File: src/rtl/keyboard_pkg.sv
// Shared PS/2 set-2 byte constants, prefix-parser state encoding and key code type
// for the keyboard key decoder.
package keyboard_pkg;

    localparam logic [7:0] PS2_EXT   = 8'hE0;
    localparam logic [7:0] PS2_BREAK = 8'hF0;
    localparam logic [7:0] PS2_BAT   = 8'hAA;
    localparam logic [7:0] PS2_ACK   = 8'hFA;
    localparam logic [7:0] PS2_OVR0  = 8'h00;
    localparam logic [7:0] PS2_OVR1  = 8'hFF;

    typedef enum logic [1:0] {
        S_IDLE      = 2'd0,
        S_EXT       = 2'd1,
        S_BREAK     = 2'd2,
        S_EXT_BREAK = 2'd3
    } fsm_state_t;

    // Bit 8 flags an E0-prefixed (extended) code, bits 7:0 hold the scan code.
    typedef logic [8:0] key_code_t;

    function automatic logic is_overrun_byte(input logic [7:0] b);
        return (b == PS2_OVR0) || (b == PS2_OVR1);
    endfunction

endpackage

File: src/rtl/keyboard_prefix_fsm.sv
// Parses the PS/2 byte stream into make/break/overrun events, one registered cycle
// after the final byte, abandoning stale prefixes after TIMEOUT_CYCLES idle cycles.
module keyboard_prefix_fsm
    import keyboard_pkg::*;
#(
    parameter int TIMEOUT_CYCLES = 1_000_000
) (
    input  logic       clk,
    input  logic       rst_n,
    input  logic [7:0] rx_data,
    input  logic       rx_valid,
    output logic       evt_valid,
    output logic       evt_break,
    output key_code_t  evt_code,
    output logic       evt_overrun
);

    localparam int CNT_W = (TIMEOUT_CYCLES > 2) ? $clog2(TIMEOUT_CYCLES) : 1;
    localparam logic [CNT_W-1:0] CNT_LAST = CNT_W'(TIMEOUT_CYCLES - 1);
    localparam logic [CNT_W-1:0] CNT_ZERO = {CNT_W{1'b0}};
    localparam logic [CNT_W-1:0] CNT_ONE  = CNT_W'(1);

    fsm_state_t       state_r, state_s;
    logic [CNT_W-1:0] cnt_r, cnt_s;
    logic             evt_valid_r, evt_valid_s;
    logic             evt_break_r, evt_break_s;
    key_code_t        evt_code_r, evt_code_s;
    logic             evt_overrun_r, evt_overrun_s;

    // Next-state, timeout counter and event decode.
    always_comb begin
        state_s       = state_r;
        cnt_s         = cnt_r;
        evt_valid_s   = 1'b0;
        evt_break_s   = 1'b0;
        evt_code_s    = 9'h000;
        evt_overrun_s = 1'b0;

        if (rx_valid) begin
            cnt_s = CNT_ZERO;
            if (is_overrun_byte(rx_data)) begin
                state_s       = S_IDLE;
                evt_overrun_s = 1'b1;
            end else begin
                case (state_r)
                    S_IDLE: begin
                        if (rx_data == PS2_EXT) begin
                            state_s = S_EXT;
                        end else if (rx_data == PS2_BREAK) begin
                            state_s = S_BREAK;
                        end else if ((rx_data == PS2_BAT) || (rx_data == PS2_ACK)) begin
                            state_s = S_IDLE;
                        end else begin
                            evt_valid_s = 1'b1;
                            evt_code_s  = {1'b0, rx_data};
                        end
                    end
                    S_EXT: begin
                        if (rx_data == PS2_BREAK) begin
                            state_s = S_EXT_BREAK;
                        end else if (rx_data == PS2_EXT) begin
                            state_s = S_EXT;
                        end else begin
                            evt_valid_s = 1'b1;
                            evt_code_s  = {1'b1, rx_data};
                            state_s     = S_IDLE;
                        end
                    end
                    S_BREAK: begin
                        if (rx_data == PS2_BREAK) begin
                            state_s = S_BREAK;
                        end else if (rx_data == PS2_EXT) begin
                            state_s = S_EXT;
                        end else begin
                            evt_valid_s = 1'b1;
                            evt_break_s = 1'b1;
                            evt_code_s  = {1'b0, rx_data};
                            state_s     = S_IDLE;
                        end
                    end
                    S_EXT_BREAK: begin
                        if (rx_data == PS2_EXT) begin
                            state_s = S_EXT;
                        end else if (rx_data == PS2_BREAK) begin
                            state_s = S_EXT_BREAK;
                        end else begin
                            evt_valid_s = 1'b1;
                            evt_break_s = 1'b1;
                            evt_code_s  = {1'b1, rx_data};
                            state_s     = S_IDLE;
                        end
                    end
                    default: begin
                        state_s = S_IDLE;
                    end
                endcase
            end
        end else if (state_r != S_IDLE) begin
            // A prefix left dangling too long is dropped without any event.
            if (cnt_r == CNT_LAST) begin
                state_s = S_IDLE;
                cnt_s   = CNT_ZERO;
            end else begin
                cnt_s = cnt_r + CNT_ONE;
            end
        end else begin
            cnt_s = CNT_ZERO;
        end
    end

    // State, counter and event registers.
    always_ff @(posedge clk or negedge rst_n) begin
        if (!rst_n) begin
            state_r       <= S_IDLE;
            cnt_r         <= CNT_ZERO;
            evt_valid_r   <= 1'b0;
            evt_break_r   <= 1'b0;
            evt_code_r    <= 9'h000;
            evt_overrun_r <= 1'b0;
        end else begin
            state_r       <= state_s;
            cnt_r         <= cnt_s;
            evt_valid_r   <= evt_valid_s;
            evt_break_r   <= evt_break_s;
            evt_code_r    <= evt_code_s;
            evt_overrun_r <= evt_overrun_s;
        end
    end

    assign evt_valid   = evt_valid_r;
    assign evt_break   = evt_break_r;
    assign evt_code    = evt_code_r;
    assign evt_overrun = evt_overrun_r;

endmodule

File: src/rtl/keyboard_key_decoder.sv
// Applies parsed PS/2 events to a parametrised key table, producing held levels,
// press/release pulses, a registered any-held flag and an overrun pulse.
module keyboard_key_decoder
    import keyboard_pkg::*;
#(
    parameter int                         NUM_KEYS       = 2,
    parameter key_code_t [NUM_KEYS-1:0]   KEY_CODES      = {9'h05A, 9'h029},
    parameter int                         TIMEOUT_CYCLES = 1_000_000
) (
    input  logic                clk,
    input  logic                rst_n,
    input  logic [7:0]          rx_data,
    input  logic                rx_valid,
    output logic [NUM_KEYS-1:0] key_held,
    output logic [NUM_KEYS-1:0] key_press,
    output logic [NUM_KEYS-1:0] key_release,
    output logic                any_held,
    output logic                overrun
);

    logic      evt_valid;
    logic      evt_break;
    key_code_t evt_code;
    logic      evt_overrun;

    logic [NUM_KEYS-1:0] held_r, held_s;
    logic [NUM_KEYS-1:0] press_s, release_s;
    logic [NUM_KEYS-1:0] match_make_s, match_break_s;
    logic                any_held_r;

    keyboard_prefix_fsm #(
        .TIMEOUT_CYCLES (TIMEOUT_CYCLES)
    ) u_prefix_fsm (
        .clk         (clk),
        .rst_n       (rst_n),
        .rx_data     (rx_data),
        .rx_valid    (rx_valid),
        .evt_valid   (evt_valid),
        .evt_break   (evt_break),
        .evt_code    (evt_code),
        .evt_overrun (evt_overrun)
    );

    // Parallel compare of the event code against every table entry.
    always_comb begin
        match_make_s  = {NUM_KEYS{1'b0}};
        match_break_s = {NUM_KEYS{1'b0}};
        for (int i = 0; i < NUM_KEYS; i++) begin
            match_make_s[i]  = evt_valid & ~evt_break & (evt_code == KEY_CODES[i]);
            match_break_s[i] = evt_valid &  evt_break & (evt_code == KEY_CODES[i]);
        end
    end

    // Held-state update; kept combinational on the registered event so the
    // byte-to-output latency stays at one cycle.
    always_comb begin
        held_s    = held_r;
        press_s   = {NUM_KEYS{1'b0}};
        release_s = {NUM_KEYS{1'b0}};
        if (evt_overrun) begin
            release_s = held_r;
            held_s    = {NUM_KEYS{1'b0}};
        end else begin
            press_s   = match_make_s & ~held_r;
            release_s = match_break_s & held_r;
            held_s    = (held_r | match_make_s) & ~match_break_s;
        end
    end

    // Held-state and any-held registers.
    always_ff @(posedge clk or negedge rst_n) begin
        if (!rst_n) begin
            held_r     <= {NUM_KEYS{1'b0}};
            any_held_r <= 1'b0;
        end else begin
            held_r     <= held_s;
            any_held_r <= |held_s;
        end
    end

    assign key_held    = held_s;
    assign key_press   = press_s;
    assign key_release = release_s;
    assign any_held    = any_held_r;
    assign overrun     = evt_overrun;

endmodule

File: config.mk
export PLATFORM = sky130hd
export DESIGN_NAME = keyboard_key_decoder
export DESIGN_NICKNAME = d
export VERILOG_FILES = /design/src/rtl/keyboard_pkg.sv /design/src/rtl/keyboard_prefix_fsm.sv /design/src/rtl/keyboard_key_decoder.sv
export SDC_FILE = /design/constraint.sdc
export NUM_CORES = 1
export LEC_CHECK = 0
export CAP_MARGIN = 20
export CELL_PAD_IN_SITES_DETAIL_PLACEMENT = 1
export CELL_PAD_IN_SITES_GLOBAL_PLACEMENT = 2
export CORE_MARGIN = 3
export CORE_UTILIZATION = 38
export DETAILED_ROUTE_END_ITERATION = 16
export HOLD_SLACK_MARGIN = 0.08
export PLACE_DENSITY = 0.82
export SYNTH_ARGS = -nofsm -noshare
export SYNTH_HDL_FRONTEND = slang
export SYNTH_SLANG_ARGS = --single-unit
File: constraint.sdc
create_clock -name clk -period 2.75 [get_ports clk]
set_input_delay 0.55 -clock clk [delete_from_list [all_inputs] [get_ports clk]]
set_output_delay 0.55 -clock clk [all_outputs]
set_load 0.01 [all_outputs]
==> metrics.csv <==
stage,metric,value,unit
power_and_ir_drop,power,1.07,mW
grt,grt_pass1_wl,7010,um
floorplanning,pin_count,19,
timing,hold_viol_final,0,
clock_network,cts.path.max_buffers,2,
setup_path,worst_r2r_path_depth,7,
synth,synth_cell_types,35,
floorplanning,fp.dieW,75.5,um
power_and_ir_drop,sw_frac_of_total,24.1,%
power_and_ir_drop,irDropWorstVdd,0.000296,V
timing,timing.slew.headroom,52.9,%
synth,seq_area_frac_synth,50.4,%
timing,layout_min_cycle_time,2.61,ns
route,wirelength,4190,um
final_layout,antenna_cells,0,
synth,async_flop_share,100,%
route,avgRoutedWirePerCell,15.8,um
setup_path,cp.required,2.20,ns
synth,synth_edf_count,0,
clock_network,numCtsBuffers,5,
final_layout,num-fill-cells,515,
synth,syn-cell-area,1840,sq um
synth,ys_ff_latch,37,
clock_network,clkLatencyLatePin,0.28,ns
floorplanning,rows,24,
place,portBuffers,18,
power_and_ir_drop,comb_power_share,10.1,%
setup_path,crit_family,simple AND/OR/NAND/NOR gates,
route,first_pass_iters,4,
power_and_ir_drop,p_sw,257,uW
synth,synth_most_common_cell,dfrtp_1,
power_and_ir_drop,power.density,481,nW/um^2
synth,ys.warnings.count,0,
setup_path,end_kind,primary output,
synth,syn_nets,203,
power_and_ir_drop,clkPwrFrac,35.8,%
synth,ys.flop_type,dfrtp_1,
timing,setup_viol,0,
synth,yosysTopAreaCell,dfrtp_1,
timing,clock.fmax,383,MHz
setup_path,worst-path-buf-inv,1,
place,place_area,2090,sq um
synth,avgSynthCellArea,9.83,sq um
final_layout,multi_input_area,900,sq um
run_status,status,"finished, final reports clean",
setup_path,rr_endpoint,u_prefix_fsm.cnt_r[4],
synth,synthTopCellsByArea,"dfrtp_1 50%, nor2_1 6.9%, xor2_1 5.2%, xnor2_1 3.8%, ha_1 3.4%",
grt,grt_max_degree,38,
worst_hold_path,hold_start,u_prefix_fsm.cnt_r[0],
final_layout,final_util,49.1,%
place,placed_cells,257,
timing,period_share,94.9,%
setup_path,worst-setup-path-type,flop to primary output,
route,num_vias,1451,
route,drt_iter0_markers,46,
clock_network,cts_sinks,37,
route,routed_via_density,5.48,
route,drcViolationCount,0,
floorplanning,core_area,4500,sq um
synth,synth.top_cell.area_share,50.4,%
clock_network,tritoncts,done,
worst_hold_path,hold_path.class,flop to flop,
synth,synth_cells,187,
place,dp_hpwl,3170,um
power_and_ir_drop,pwr-share-seq,54.1,%
final_layout,synthToLayoutAreaGrowth,20.4,%
setup_path,critPathMaxFanout,3,
floorplanning,dieArea,5710,sq um
floorplanning,initial_core_util,40.8,%
clock_network,root_buffer,clkbuf_8,
grt,grt_pass1_vias,1537,
job,drv_cap,0,
floorplanning,fp.dieH,75.5,um
setup_path,cp.arrival,2.06,ns
worst_hold_path,whs_path_depth,1,
route,antenna_left,0,
final_layout,fin_area,2210,sq um
worst_hold_path,hold_end,u_prefix_fsm.cnt_r[0],
clock_network,cts_hold_buf,0,
clock_network,path_clk_slew,0.07,ns
grt,grt-ovfl-total,0,
setup_path,slowest_delay,0.50,ns
clock_network,cts_htree_levels,2,
synth,synth_common_cells,"37 x dfrtp_1, 34 x nor2_1, 13 x nand2_1, 11 x nand3_1, 11 x xor2_1",
power_and_ir_drop,power_leakage,0.942,nW
final_layout,final_cells,265,
timing,setup_tns,0,ns
setup_path,cpMaxStageDelayCell,or4_4,
place,routabilityCongestion,0.804,
final_layout,drive_above_1_share,7.98,%
grt,grt_usage,16.2,%
final_layout,finalNetCount,229,
power_and_ir_drop,p_int,809,uW
timing,skew,0.00797,ns
setup_path,path_cells,nor4b_4 -> nand2_2 -> or4_4 -> nor4_1 -> clkdlybuf4s15_1,
final_layout,regArea,926,sq um
setup_path,ff2ff_setup_slack,0.66,ns
grt,antenna_found_initial,0,
setup_path,worstReg2RegStart,u_prefix_fsm.cnt_r[0],
timing,tightestPinTransition,0.697,ns
timing,finalMaxSlewViolations,0,
setup_path,cp-start-kind,flop,
==> power groups by stage <==
stage / clock network, mW / logic [mW] / registers (mW)
floorplan: 0 / 0.0533 / 0.583
global placement: 0 / 0.103 / 0.584
detailed placement: 0 / 0.108 / 0.585
CTS: 0.396 / 0.109 / 0.575
global route: 0.414 / 0.121 / 0.579
finish: 0.381 / 0.107 / 0.577
==> registers in the layout, summed over array words and instances (netlist names) <==
register	cells
u_prefix_fsm.evt_valid	1
u_prefix_fsm.state_r	2
u_prefix_fsm.cnt_r	20
any_held	1
held_r	2
u_prefix_fsm.evt_overrun	1
u_prefix_fsm.evt_code	9
u_prefix_fsm.evt_break	1
==> worst register-to-register path, stage by stage (launching register included) <==
cell and delay [ns]:
dfrtp_1 0.40, ha_1 0.23, nand4_1 0.24, nor4_1 0.55, nand2_1 0.12, nand3_1 0.10
buf_4 0.24, nor2_1 0.10
==> how the worst max path moves through the flow <==
stage	startpoint	endpoint	cells past startpoint
finish	u_prefix_fsm.evt_code[2]	key_press[0]	5
global route	u_prefix_fsm.evt_code[2]	key_press[0]	5
CTS	u_prefix_fsm.evt_code[7]	key_release[0]	6
detailed placement	u_prefix_fsm.evt_code[2]	key_press[0]	5
global placement	u_prefix_fsm.evt_code[2]	key_press[0]	5
floorplan	u_prefix_fsm.evt_code[2]	key_press[0]	4
==> logic make-up after synthesis <==
logic type,count (synthesis),share of synthesized area [%]
simple gates,101,29.3
flops,37,50.4
xor+xnor,19,9.05
compound gates,16,5.92
buf+inv,9,1.97
fa+ha+maj,5,3.40
==> metrics by stage <==
stage | hold WS, ns | worst slack, ns
2_1_floorplan | 0.254 | 0.606
3_3_place_gp | 0.477 | 0.203
3_5_place_dp | 0.486 | 0.154
4_1_cts | 0.496 | 0.0672
5_1_grt | 0.520 | -0.00547
6_report | 0.498 | 0.140
==> routing by layer <==
layer  up-vias  global-route usage, %  part of all wire (%)
li1        699                      -                     -
met1       723                   20.9                    47
met2        20                   26.6                    48
met3         9                   4.62                   3.0
met4         0                   4.85                   1.8
met5         -                      0                     0
==> placed cells by master, fill, tap and decap left out, types with 2 or more instances in the layout <==
cell type        count
a21oi_1              4
and2_1               9
and3_1               2
buf_4                3
clkbuf_8             6
clkdlybuf4s50_1     14
dfrtp_1             37
dlymetal6s2s_1       3
ha_1                 5
inv_1                7
nand2_1             12
nand3_1             11
nand3b_1             2
nand4_1              9
nor2_1              34
nor3_1               3
nor4_1               7
o21a_1               3
o21ai_0              2
xnor2_1              8
xor2_1              11
==> what timing repair did <==
item	in CTS	in global routing
buffers inserted	1	0
hold endpoints to repair	0	0
pin swaps	2	1
gates cloned	0	0
setup endpoints to repair	4	5
resized for setup	2	7
==> cell type report <==
cell class              count  area share, %
well taps                  52           2.94
repair buffers             21           9.50
flip-flops and latches     37           41.8
clock buffers               7           3.90
inverters                   7           1.19
multi-input cells         141           40.6
Note: power is estimated with default switching activity, not from simulation.
